<file path="src/rtl/spi_pkg.sv">
// Shared frame layout constants, FSM state type and frame builder for the SPI write master.
package spi_pkg;

  localparam int unsigned FRAME_W   = 16;
  localparam int unsigned WRITE_BIT = 15;
  localparam int unsigned ADDR_MSB  = 14;
  localparam int unsigned ADDR_LSB  = 8;
  localparam int unsigned DATA_MSB  = 7;

  typedef enum logic [1:0] {
    IDLE,
    SETUP,
    SHIFT,
    GAP
  } state_e;

  // Write frame: {1'b1, addr, data}, transmitted MSB first.
  function automatic logic [FRAME_W-1:0] build_frame(
    input logic [ADDR_MSB-ADDR_LSB:0] addr,
    input logic [DATA_MSB:0]          data
  );
    logic [FRAME_W-1:0] frame;
    frame                    = '0;
    frame[WRITE_BIT]         = 1'b1;
    frame[ADDR_MSB:ADDR_LSB] = addr;
    frame[DATA_MSB:0]        = data;
    return frame;
  endfunction

endpackage

</file>
<file path="src/rtl/spi_clk_div.sv">
// Half-period counter for the SPI write master; tick marks the last cycle of each half-period.
module spi_clk_div #(
  parameter int unsigned CLK_DIV = 4
) (
  input  logic clk,
  input  logic rst,
  input  logic en,
  output logic tick
);

  logic [7:0] cnt_q, cnt_d;

  assign tick = en && (cnt_q == 8'(CLK_DIV - 1));

  // Held at zero while disabled so every enable starts a full half-period.
  always_comb begin
    cnt_d = cnt_q;
    if (!en || tick) begin
      cnt_d = '0;
    end else begin
      cnt_d = cnt_q + 8'd1;
    end
  end

  always_ff @(posedge clk) begin
    if (rst) begin
      cnt_q <= '0;
    end else begin
      cnt_q <= cnt_d;
    end
  end

endmodule

</file>
<file path="src/rtl/spi_write_master.sv">
// SPI mode-0 master sending 16-bit register-write frames {1, addr, data}, MSB first.
// Optional sdo readback into rdata is enabled by defining SPI_READBACK_EN.
module spi_write_master
  import spi_pkg::*;
#(
  parameter int unsigned CLK_DIV = 4,
  parameter int unsigned ADDR_W  = 7,
  parameter int unsigned DATA_W  = 8
) (
  input  logic              clk,
  input  logic              rst,
  input  logic              start,
  input  logic [ADDR_W-1:0] addr,
  input  logic [DATA_W-1:0] wdata,
  input  logic              sdo,
  output logic              busy,
  output logic              done,
  output logic [DATA_W-1:0] rdata,
  output logic              sclk,
  output logic              sdi,
  output logic              cs
);

  localparam logic [3:0] LastBit = 4'(FRAME_W - 1);

  state_e             state_q, state_d;
  logic [FRAME_W-1:0] shreg_q, shreg_d;
  logic [3:0]         bit_cnt_q, bit_cnt_d;
  logic               sclk_q, sclk_d;
  logic               cs_q, cs_d;
  logic               busy_q, busy_d;
  logic               done_q, done_d;
  logic               div_en;
  logic               tick;

  assign div_en = (state_q != IDLE);

  spi_clk_div #(
    .CLK_DIV(CLK_DIV)
  ) u_clk_div (
    .clk (clk),
    .rst (rst),
    .en  (div_en),
    .tick(tick)
  );

  // sdi is the shift register MSB; shifting in zeros leaves sdi low after the last bit.
  always_comb begin
    state_d   = state_q;
    shreg_d   = shreg_q;
    bit_cnt_d = bit_cnt_q;
    sclk_d    = sclk_q;
    cs_d      = cs_q;
    busy_d    = busy_q;
    done_d    = 1'b0;

    unique case (state_q)
      IDLE: begin
        if (start) begin
          shreg_d = build_frame(addr, wdata);
          cs_d    = 1'b0;
          busy_d  = 1'b1;
          state_d = SETUP;
        end
      end
      SETUP: begin
        if (tick) begin
          sclk_d  = 1'b1;
          state_d = SHIFT;
        end
      end
      SHIFT: begin
        if (tick) begin
          if (sclk_q) begin
            sclk_d  = 1'b0;
            shreg_d = {shreg_q[FRAME_W-2:0], 1'b0};
          end else if (bit_cnt_q == LastBit) begin
            bit_cnt_d = '0;
            cs_d      = 1'b1;
            state_d   = GAP;
          end else begin
            sclk_d    = 1'b1;
            bit_cnt_d = bit_cnt_q + 4'd1;
          end
        end
      end
      GAP: begin
        if (tick) begin
          busy_d  = 1'b0;
          done_d  = 1'b1;
          state_d = IDLE;
        end
      end
    endcase
  end

  always_ff @(posedge clk) begin
    if (rst) begin
      state_q   <= IDLE;
      shreg_q   <= '0;
      bit_cnt_q <= '0;
      sclk_q    <= 1'b0;
      cs_q      <= 1'b1;
      busy_q    <= 1'b0;
      done_q    <= 1'b0;
    end else begin
      state_q   <= state_d;
      shreg_q   <= shreg_d;
      bit_cnt_q <= bit_cnt_d;
      sclk_q    <= sclk_d;
      cs_q      <= cs_d;
      busy_q    <= busy_d;
      done_q    <= done_d;
    end
  end

  assign sclk = sclk_q;
  assign sdi  = shreg_q[FRAME_W-1];
  assign cs   = cs_q;
  assign busy = busy_q;
  assign done = done_q;

`ifdef SPI_READBACK_EN
  logic              rise_q, rise_d;
  logic [DATA_W-1:0] rx_q, rx_d;
  logic [DATA_W-1:0] rdata_q, rdata_d;

  // rise_q flags the first high cycle of sclk; sdo is captured at its end.
  always_comb begin
    rise_d  = sclk_d & ~sclk_q;
    rx_d    = rise_q ? {rx_q[DATA_W-2:0], sdo} : rx_q;
    rdata_d = done_d ? rx_d : rdata_q;
  end

  always_ff @(posedge clk) begin
    if (rst) begin
      rise_q  <= 1'b0;
      rx_q    <= '0;
      rdata_q <= '0;
    end else begin
      rise_q  <= rise_d;
      rx_q    <= rx_d;
      rdata_q <= rdata_d;
    end
  end

  assign rdata = rdata_q;
`else
  logic unused_sdo;
  assign unused_sdo = sdo;
  assign rdata      = '0;
`endif

endmodule

</file>
<file path="config.mk">
export PLATFORM = sky130hd
export DESIGN_NAME = spi_write_master
export DESIGN_NICKNAME = d
export VERILOG_FILES = /design/src/rtl/spi_pkg.sv /design/src/rtl/spi_clk_div.sv /design/src/rtl/spi_write_master.sv
export SDC_FILE = /design/constraint.sdc
export NUM_CORES = 1
export LEC_CHECK = 0
export BUFFER_PORTS_ARGS = -buffer_cell sky130_fd_sc_hd__buf_4
export CAP_MARGIN = 20
export CORE_MARGIN = 5
export CORE_UTILIZATION = 45
export CTS_CLUSTER_DIAMETER = 150
export CTS_CLUSTER_SIZE = 24
export DETAILED_ROUTE_END_ITERATION = 7
export GPL_ROUTABILITY_DRIVEN = 0
export PLACE_DENSITY_LB_ADDON = 0.05
export SETUP_SLACK_MARGIN = 0.1
export SLEW_MARGIN = 20
export SYNTH_ARGS = -nofsm -noshare
export SYNTH_HDL_FRONTEND = slang
export SYNTH_HIERARCHICAL = 1
export SYNTH_SLANG_ARGS = --single-unit
export TNS_END_PERCENT = 50
</file>
<file path="constraint.sdc">
create_clock -name clk -period 2.5 [get_ports clk]
set_input_delay 0.125 -clock clk [delete_from_list [all_inputs] [get_ports clk]]
set_output_delay 0.125 -clock clk [all_outputs]
set_load 0.01 [all_outputs]
</file>
==> impl_metrics.env, run 1 <==
export IMPL_run_status="completed"
export IMPL_worst_setup_path_end_kind="register"
export IMPL_edff_count_synth=0
export IMPL_cell_taking_the_most_area_after_synthesis="dfxtp_1"
export IMPL_critical_r2r_launch="u_clk_div/cnt_q[0]"
export IMPL_clock_tree_htree_level_count=2
export IMPL_cp_slowest_cell="dfxtp_1"
export IMPL_synth_seq_area_share_pct=39.22
export IMPL_dp_hpwl_um=2524
export IMPL_netlist_area_um2=1735
export IMPL_timing_critical_path_arrival_ns=2.34
export IMPL_grt_setup_unrepaired="false"
export IMPL_share_of_yosys_cell_area_claimed_by_the_top_area_cell_type_pct=39.22
export IMPL_worstSetupStartpointType="register"
export IMPL_final_setup_tns_ns=0
export IMPL_syn_instance_count=189
export IMPL_total_area_of_multi_input_combinational_cells_um2=944.7
export IMPL_die_x_um=72.10
export IMPL_synth_cell_type_count=42
export IMPL_groute_usage_overall_pct=13.75
export IMPL_vdd_drop_max_uv=436.3
export IMPL_slowest_delay_ns=0.39
export IMPL_worstPathRequired_ns=2.69
export IMPL_clock_pin_slew_worst_setup_and_hold_paths_ns=0.07
export IMPL_p_total_mw=1.739
export IMPL_clock_insertion_delay_worst_skew_ns=0.28
export IMPL_setup_worst_path_class="register to register"
export IMPL_layout_area_overhead_vs_synth_pct=15.07
export IMPL_cellLeakagePower_nw=0.7702
export IMPL_ys_warn_count=6
export IMPL_core_area_um2=3689
export IMPL_timing_final_crit_period_ns=2.149
export IMPL_wire_length_of_the_first_global_routing_pass_um=5754
export IMPL_vias=1415
export IMPL_timing_max_cap_violations=0
export IMPL_vias_in_the_first_global_route=1328
export IMPL_min_delay_start="wdata[0]"
export IMPL_n_fill_cell=347
export IMPL_critical_path_cell_chain="ha_1 -> nor4b_1 -> and3_2 -> a21bo_2 -> buf_4 -> a21oi_1 -> a211oi_1"
export IMPL_num_nets_final=237
export IMPL_starting_density_of_the_core_pct=47.05
export IMPL_cts_inserted_buffers=5
export IMPL_power_density_cell_area_nw_per_um2=870.8
export IMPL_detail_route_drc_violations=0
export IMPL_ys_async_sr_fraction_pct=0
export IMPL_setup_viol=0
export IMPL_antenna_cells=0
export IMPL_floorplan_rows=22
export IMPL_cts_tree="yes"
export IMPL_drt_pass1_iterations=4
export IMPL_detailedRoute_firstIterationViolations=44
export IMPL_fp_dieArea_um2=5198
export IMPL_cts_root_buf="clkbuf_8"
export IMPL_vias_per_cell=5.484
export IMPL_r2r_cells=7
export IMPL_layout_area_seq_um2=680.7
export IMPL_hold_depth=3
export IMPL_grt_max_degree=29
export IMPL_cts_root_to_sink_buffers=2
export IMPL_wl_um=3445
export IMPL_reg2reg_to="shreg_q[5]"
export IMPL_whs_endpoint="shreg_q[0]"
export IMPL_reg2reg_slack_ns=0.35
export IMPL_final_max_slew_viols=0
export IMPL_wl_per_cell_um=13.35
export IMPL_synthFlopType="dfxtp_1"
export IMPL_clock_skew_final_ns=0.004547
export IMPL_antenna_found_initial=0
export IMPL_ys_ff_latch=34
export IMPL_final_period_util_pct=85.97
export IMPL_worstHoldPathType="input port to register"
export IMPL_synth_area_per_cell_um2=9.182
export IMPL_max_freq_mhz=465.3
export IMPL_layout_cells_sized_above_1_pct=20.00
export IMPL_timing_final_hold_violations=0
export IMPL_critical_path_max_fanout=11
export IMPL_buffer_ports_inserted=22
export IMPL_ant_nets=0
export IMPL_top_level_ports=32
export IMPL_gr_total_overflow=0
export IMPL_cts_post_setup_buffers_inserted=0
export IMPL_synth_area_top_cells="dfxtp_1 39%, mux2i_1 9.2%, a211oi_1 6.9%"
export IMPL_clock_sinks=34
export IMPL_die_h_um=72.10
kinds of logic (layout without fill, tap and decap cells):
kind of cell	after synthesis	in the layout	share of synthesized area (%)
DFF	34	34	39.22
AOI/OAI and AO/OA	55	55	21.05
adders and majority gates	7	7	5.047
buffers and inverters	26	40	7.931
xor gates and xnor gates	4	4	2.019
muxes	17	17	9.877
and+or+nand+nor	45	45	14.64
other	1	8	0.2161
repair_timing:
action	4_1_cts	5_1_grt
gates resized for setup	0	1
hold buffers	0	0
setup endpoints to repair	0	3
report_power, final:
part | total, mW | switching, mW | internal [mW]
registers | 0.724 | 0.0678 | 0.656
clock network | 0.397 | 0.184 | 0.212
logic | 0.619 | 0.327 | 0.291
total | 1.74 | 0.580 | 1.16
critical path: cells and delay by family, from the launching register on:
| family | cells | cell delay (ns) |
|---|---|---|
| and+or+nand+nor | 2 | 0.65 |
| AOI/OAI and AO/OA | 3 | 0.57 |
| DFF | 1 | 0.39 |
| adders and majority gates | 1 | 0.26 |
| buffers and inverters | 1 | 0.18 |
cell usage after synthesis (3+ instances only):
| library cell | number |
|---|---|
| a211oi_1 | 16 |
| a21oi_1 | 23 |
| buf_4 | 8 |
| clkbuf_1 | 8 |
| dfxtp_1 | 34 |
| ha_1 | 7 |
| inv_1 | 7 |
| mux2i_1 | 16 |
| nand2_1 | 9 |
| nand3_1 | 6 |
| nand3b_1 | 3 |
| nor2_1 | 7 |
| o21ai_0 | 4 |
| or3_1 | 4 |
| xor2_1 | 3 |
worst max path at each step:
stage	startpoint	to	slack (ns)	cells after the start
after detailed placement	u_clk_div/cnt_q[0]	shreg_q[7]	0.33	7
final	u_clk_div/cnt_q[0]	shreg_q[5]	0.35	7
after global routing	u_clk_div/cnt_q[0]	shreg_q[9]	0.13	7
after floorplan	u_clk_div/cnt_q[0]	shreg_q[10]	0.32	9
after CTS	u_clk_div/cnt_q[0]	shreg_q[7]	0.30	7
after global placement	u_clk_div/cnt_q[0]	shreg_q[9]	0.37	7
final cells by class:
cell class	count	area share, %
repair buffers	27	10.15
multi-input cells	136	47.31
well taps	48	3.008
clock buffers	6	4.135
inverters	7	1.316
flip-flops and latches	34	34.09
through the flow:
step	hold slack, ns	std cells	util [%]	instance area (um^2)	setup slack (ns)
finish	0.1334	258	54.14	1997	0.3507
global placement	0.4157	252	51.87	1913	0.3722
CTS	0.1219	258	54.10	1996	0.3015
global route	0.1342	258	54.14	1997	0.1346
floorplan	0.2908	196	-	1762	0.3164
detailed placement	0.4302	252	51.87	1913	0.3260
per-layer routing:
| metal | routed length, um | share of wire, % | GRT usage, % | up-vias |
|---|---|---|---|---|
| li1 | - | - | - | 712 |
| met2 | 1658 | 48 | 23.36 | 34 |
| met1 | 1555 | 45 | 16.27 | 664 |
| met3 | 204 | 5.9 | 4.848 | 5 |
| met4 | 27 | 0.78 | 3.967 | 0 |
| met5 | 0 | 0 | 0 | - |
registers in the layout, summed over array words and instances (netlist names):
name	count
state_q	2
sclk	1
bit_cnt_q	4
shreg_q	16
done	1
busy	1
u_clk_div/cnt_q	8
cs	1
cell usage in the layout (no fill, tap or decap), types with 2 or more instances in the layout:
cell      netlist  layout
dfxtp_1        34      34
buf_4           8      27
a21oi_1        23      23
mux2i_1        16      16
a211oi_1       16      16
nand2_1         9       9
conb_1          1       8
inv_1           7       7
nor2_1          7       7
ha_1            7       7
nand3_1         6       6
clkbuf_8        0       6
or3_1           4       4
o21ai_0         4       4
nand3b_1        3       3
xor2_1          3       3
nand2b_1        2       2
nand4b_1        2       2
nor2b_1         2       2
nor4_1          2       2
a21bo_2         2       2
a211o_1         2       2
Power figures use the tool's default switching activity.
==> run 2: changes to the inputs <==
Settings changed: BUFFER_PORTS_ARGS -buffer_cell sky130_fd_sc_hd__buf_4 to not set, DONT_BUFFER_PORTS set to 1, SLEW_MARGIN 20 to not set.
==> run 2 against run 1 <==
Sequential cell count is the same. Clock skew shrank 0.0015 ns. Utilization shrank 3.6 points. Via count shrank 7.1%. Non-clock buffer count shrank 22. Sequential power grew 2%. Combinational power shrank 9.4%. Critical path depth is the same. Clock-buffer cell count is the same. Critical path type unchanged. Critical endpoint is now shreg_q[7]. Largest cell class unchanged. Highest routed layer unchanged.
==> impl_metrics.env, run 2 (synthesis results as in run 1) <==
export IMPL_layout_setup_ws_ns=0.3324
export IMPL_layout_cells_sized_above_1_pct=10.58
export IMPL_detail_route_drc_violations=0
export IMPL_timing_final_crit_period_ns=2.168
export IMPL_largest_register="shreg_q"
export IMPL_critical_path_cell_chain="ha_1 -> nor4b_1 -> and3_2 -> a21bo_2 -> and2_0 -> buf_4 -> a211oi_1"
export IMPL_core_area_um2=3689
export IMPL_clock_tree_htree_level_count=2
export IMPL_mostFrequentLayoutCell="dfxtp_1"
export IMPL_clock_sinks=34
export IMPL_setup_worst_path_class="register to register"
export IMPL_grt_setup_unrepaired="false"
export IMPL_antenna_found_initial=0
export IMPL_die_x_um=72.10
export IMPL_run_status="completed"
export IMPL_grt_met2_usage_pct=22.65
export IMPL_critical_path_top_delay_family="simple AND/OR/NAND/NOR gates"
export IMPL_setup_viol=0
export IMPL_finalCoreUtilization_pct=50.54
export IMPL_ant_nets=0
export IMPL_vias=1315
export IMPL_cp_slowest_cell="dfxtp_1"
export IMPL_buffer_ports_inserted=0
export IMPL_rel_slew_slack_pct=33.47
export IMPL_final_setup_tns_ns=0
export IMPL_wl_um=3367
export IMPL_slowest_delay_ns=0.40
export IMPL_detailedRoute_firstIterationViolations=59
export IMPL_fp_dieArea_um2=5198
export IMPL_clock_pin_slew_worst_setup_and_hold_paths_ns=0.07
export IMPL_drt_pass1_iterations=5
export IMPL_n_fill_cell=363
export IMPL_layout_area_overhead_vs_synth_pct=7.426
export IMPL_cts_root_to_sink_buffers=2
export IMPL_cts_root_buf="clkbuf_8"
export IMPL_timing_max_cap_violations=0
export IMPL_cellLeakagePower_nw=0.6759
export IMPL_antenna_cells=0
export IMPL_dp_hpwl_um=2363
export IMPL_layout_cells_non_filler=237
export IMPL_cts_post_setup_buffers_inserted=0
export IMPL_final_area_um2=1864
export IMPL_wire_length_of_the_first_global_routing_pass_um=5830
export IMPL_reg_top3="shreg_q x16, u_clk_div/cnt_q x8, bit_cnt_q x4"
export IMPL_vias_per_cell=5.549
export IMPL_met3_use_gr_pct=5.402
export IMPL_clock_skew_final_ns=0.003039
export IMPL_transition_time_at_the_pin_with_the_least_slew_margin_ns=0.9946
export IMPL_groute_usage_overall_pct=13.83
export IMPL_placed_cell_area_um2=1740
export IMPL_critPathBufInv=1
export IMPL_power_density_cell_area_nw_per_um2=965.1
export IMPL_grt_max_degree=26
export IMPL_final_period_util_pct=86.70
export IMPL_cts_inserted_buffers=5
export IMPL_clock_insertion_delay_worst_skew_ns=0.27
export IMPL_worst_setup_path_end_kind="register"
export IMPL_worstHoldPathType="input port to register"
export IMPL_starting_density_of_the_core_pct=47.05
export IMPL_placedCellCount=229
export IMPL_post_place_ws_ns=0.3393
export IMPL_timing_critical_path_arrival_ns=2.28
export IMPL_globalRouteMet1Util_pct=16.85
export IMPL_num_nets_final=215
export IMPL_die_h_um=72.10
export IMPL_largest_register_ff_count=16
export IMPL_final_max_slew_viols=0
export IMPL_max_freq_mhz=461.3
export IMPL_worstSetupStartpointType="register"
export IMPL_gr_total_overflow=0
export IMPL_cts_tree="yes"
export IMPL_vias_in_the_first_global_route=1302
export IMPL_top_usage_layer="met2"
export IMPL_timing_final_hold_violations=0
export IMPL_floorplan_rows=22
export IMPL_vdd_drop_max_uv=424.9
export IMPL_worstPathRequired_ns=2.61
export IMPL_critical_path_max_fanout=14
export IMPL_layout_common_cells="34 x dfxtp_1, 23 x a21oi_1, 16 x mux2i_1, 16 x a211oi_1, 9 x nand2_1"
export IMPL_top_level_ports=32
export IMPL_wl_per_cell_um=14.21
==> run 2: cell types whose count changed in the layout (fill, tap and decap cells not counted), sizes merged <==
cell         before  now
dlygate4sd3       0    1
bufinv            0    1
buf              27    4
==> run 2: timing repair <==
action / CTS / global route
setup endpoints to repair: 0 / 14
hold buffers: 1 / 0
gates resized for setup: 0 / 1
endpoints found under the hold margin: 25 / 0
==> run 2: final timing paths <==
path / from / to / slack, ns / cells past startpoint
max: u_clk_div/cnt_q[0] / shreg_q[7] / 0.33 / 7
max reg2reg: u_clk_div/cnt_q[0] / shreg_q[7] / 0.33 / 7
min reg2reg: u_clk_div/cnt_q[0] / u_clk_div/cnt_q[0] / 0.49 / 1
min: wdata[0] / shreg_q[0] / 0.02 / 2
==> run 2: final cells by class <==
| cell class | count | area [um^2] | area share [%] |
|---|---|---|---|
| clock buffers | 6 | 82.58 | 4.430 |
| clock inverters | 1 | 30.03 | 1.611 |
| inverters | 7 | 26.28 | 1.409 |
| multi-input cells | 136 | 944.7 | 50.67 |
| flip-flops and latches | 34 | 680.7 | 36.51 |
| well taps | 48 | 60.06 | 3.221 |
| repair buffers | 5 | 40.04 | 2.148 |
==> run 2: per-stage QoR <==
| step | total power, mW | hold WS [ns] |
|---|---|---|
| floorplan | 1.215 | 0.2908 |
| global placement | 1.286 | 0.1987 |
| detailed placement | 1.303 | 0.2015 |
| CTS | 1.822 | 0.009746 |
| global route | 1.937 | 0.01773 |
| finish | 1.799 | 0.01634 |
==> run 2: worst reg2reg max path, delay by kind of cell (launching register included) <==
kind,cells,cell delay (ns)
AND/OR/NAND/NOR,3,0.78
adder cells (fa/ha/maj),1,0.25
AO/OA/AOI/OAI,2,0.37
buffers and inverters,1,0.19
flip-flops,1,0.40
==> run 2: layer usage <==
layer / wire, um / vias up / share of wire [%]
met5: 0 / - / 0
met4: 19 / 0 / 0.56
met3: 226 / 2 / 6.7
met2: 1559 / 26 / 46
met1: 1561 / 621 / 46
li1: - / 666 / -
==> run 2: where the power goes <==
group,internal [mW],switching [mW]
clock network,0.319,0.183
registers,0.656,0.0796
logic,0.255,0.307
total,1.23,0.570
==> run 3: changes to the inputs <==
Settings changed: CELL_PAD_IN_SITES_DETAIL_PLACEMENT set to 0, CELL_PAD_IN_SITES_GLOBAL_PLACEMENT set to 1, RECOVER_POWER set to 50.
==> run 3 against run 2 <==
Combinational power is 3% higher. Clock-buffer cell count is 1 higher. Power is 4.3% lower. Wire length is 1.2% higher. Final cell count is 1.3% higher. Sequential cell count stayed put. Die area stayed put.
==> impl_metrics.env, run 3 (synthesis results as in run 1) <==
export IMPL_critical_r2r_launch="u_clk_div/cnt_q[0]"
export IMPL_cp_slowest_cell="dfxtp_1"
export IMPL_num_nets_final=217
export IMPL_cellLeakagePower_nw=0.6768
export IMPL_clock_pin_slew_worst_setup_and_hold_paths_ns=0.07
export IMPL_detail_route_drc_violations=0
export IMPL_internal_power_mw=1.139
export IMPL_setup_viol=0
export IMPL_antenna_cells=0
export IMPL_largest_register_ff_count=16
export IMPL_portion_of_total_power_attributed_to_sequential_cells_pct=42.6
export IMPL_finalCoreUtilization_pct=50.37
export IMPL_grt_max_degree=26
export IMPL_vias_per_cell=5.546
export IMPL_final_period_util_pct=89.35
export IMPL_largest_register="shreg_q"
export IMPL_n_fill_cell=366
export IMPL_vias=1331
export IMPL_critPathBufInv=1
export IMPL_clock_sinks=34
export IMPL_die_x_um=72.10
export IMPL_final_area_um2=1858
export IMPL_worstPathRequired_ns=2.61
export IMPL_grt_setup_unrepaired="false"
export IMPL_drt_pass1_iterations=4
export IMPL_critical_path_startpoint="u_clk_div/cnt_q[0]"
export IMPL_core_area_um2=3689
export IMPL_run_status="completed"
export IMPL_cts_tree="yes"
export IMPL_clock_tree_htree_level_count=2
export IMPL_hold_worst_slack_ns=0.03150
export IMPL_power_density_cell_area_nw_per_um2=927.0
export IMPL_wl_per_cell_um=14.20
export IMPL_critical_path_max_fanout=14
export IMPL_cts_root_buf="clkbuf_8"
export IMPL_layout_cells_sized_above_1_pct=9.896
export IMPL_timing_final_hold_violations=0
export IMPL_gr_total_overflow=0
export IMPL_floorplan_rows=22
export IMPL_power_share_combinational_pct=33.7
export IMPL_reg2reg_slack_ns=0.27
export IMPL_placed_cell_area_um2=1748
export IMPL_crit_path_end="shreg_q[12]"
export IMPL_worstHoldPathType="input port to register"
export IMPL_antenna_found_initial=0
export IMPL_worstSetupStartpointType="register"
export IMPL_cp_depth=7
export IMPL_setup_worst_path_class="register to register"
export IMPL_dp_hpwl_um=2457
export IMPL_layout_area_overhead_vs_synth_pct=7.066
export IMPL_cts_inserted_buffers=5
export IMPL_wire_length_of_the_first_global_routing_pass_um=5837
export IMPL_ant_nets=0
export IMPL_timing_critical_path_arrival_ns=2.35
export IMPL_critical_path_cell_chain="ha_1 -> nor4b_1 -> and3_1 -> a21bo_2 -> and2_0 -> buf_4 -> a211oi_1"
export IMPL_buffer_ports_inserted=0
export IMPL_rel_slew_slack_pct=35.20
export IMPL_worst_setup_path_end_kind="register"
export IMPL_clock_power_share_pct=23.7
export IMPL_critical_path_top_delay_family="simple AND/OR/NAND/NOR gates"
export IMPL_timing_final_crit_period_ns=2.234
export IMPL_reg_top3="shreg_q x16, u_clk_div/cnt_q x8, bit_cnt_q x4"
export IMPL_fp_dieArea_um2=5198
export IMPL_vias_in_the_first_global_route=1281
export IMPL_r2r_cells=7
export IMPL_slowest_delay_ns=0.41
export IMPL_switching_portion_of_total_power_pct=33.85
export IMPL_timing_max_cap_violations=0
export IMPL_die_h_um=72.10
export IMPL_cts_root_to_sink_buffers=2
export IMPL_top_level_ports=32
export IMPL_reg2reg_to="shreg_q[12]"
export IMPL_p_total_mw=1.722
export IMPL_wl_um=3407
export IMPL_starting_density_of_the_core_pct=47.05
export IMPL_layout_common_cells="34 x dfxtp_1, 23 x a21oi_1, 16 x mux2i_1, 16 x a211oi_1, 9 x nand2_1"
export IMPL_groute_usage_overall_pct=13.80
export IMPL_transition_time_at_the_pin_with_the_least_slew_margin_ns=0.9688
export IMPL_mostFrequentLayoutCell="dfxtp_1"
export IMPL_clock_skew_final_ns=0.003877
export IMPL_switching_power_mw=0.5831
export IMPL_vdd_drop_max_uv=492.8
export IMPL_final_setup_tns_ns=0
export IMPL_final_max_slew_viols=0
export IMPL_detailedRoute_firstIterationViolations=47
export IMPL_clock_insertion_delay_worst_skew_ns=0.28
export IMPL_max_freq_mhz=447.7
run 3: repair_timing:
item                       CTS  global route
setup endpoints to repair    0            15
hold endpoints to repair    25             1
resized for setup            0             1
hold buffers                 1             1
buffers inserted             0             0
run 3: per-stage QoR:
| stage | std cells | setup slack (ns) |
|---|---|---|
| finish | 240 | 0.2663 |
| global route | 240 | 0.05597 |
| CTS | 239 | 0.2442 |
| detailed placement | 230 | 0.2589 |
| global placement | 230 | 0.3090 |
| floorplan | 196 | 0.3164 |
run 3: worst min-delay path by stage:
stage	end	slack, ns	startpoint	cells after the start
2_1_floorplan	shreg_q[0]	0.29	wdata[0]	2
3_3_place_gp	sclk	0.20	rst	1
3_5_place_dp	sclk	0.20	rst	1
4_1_cts	shreg_q[0]	0.003	wdata[0]	2
5_1_grt	state_q[1]	0.02	rst	2
6_report	state_q[1]	0.03	rst	2
run 3: layout make-up:
type                       count  area (um^2)  share of cell area [%]
sequential                    34        680.7                   36.63
clock buffer                   7        86.33                   4.646
multi-input combinational    136        942.2                   50.71
inverter                       7        26.28                   1.414
clock inverter                 1        5.005                  0.2694
timing repair buffer           7        57.56                   3.098
tap                           48        60.06                   3.232
run 3: power by group through the flow:
stage	clock network, mW	logic (mW)	registers, mW
floorplan	0	0.490	0.725
global placement	0	0.553	0.741
detailed placement	0	0.568	0.745
CTS	0.423	0.580	0.735
global route	0.450	0.642	0.751
finish	0.409	0.580	0.734
run 3: metal layers:
layer	up-vias	global-route usage (%)	share of wire, %
li1	673	-	-
met1	626	16.92	48
met2	26	22.75	47
met3	6	4.155	4.1
met4	0	5.010	1.4
met5	-	0	0
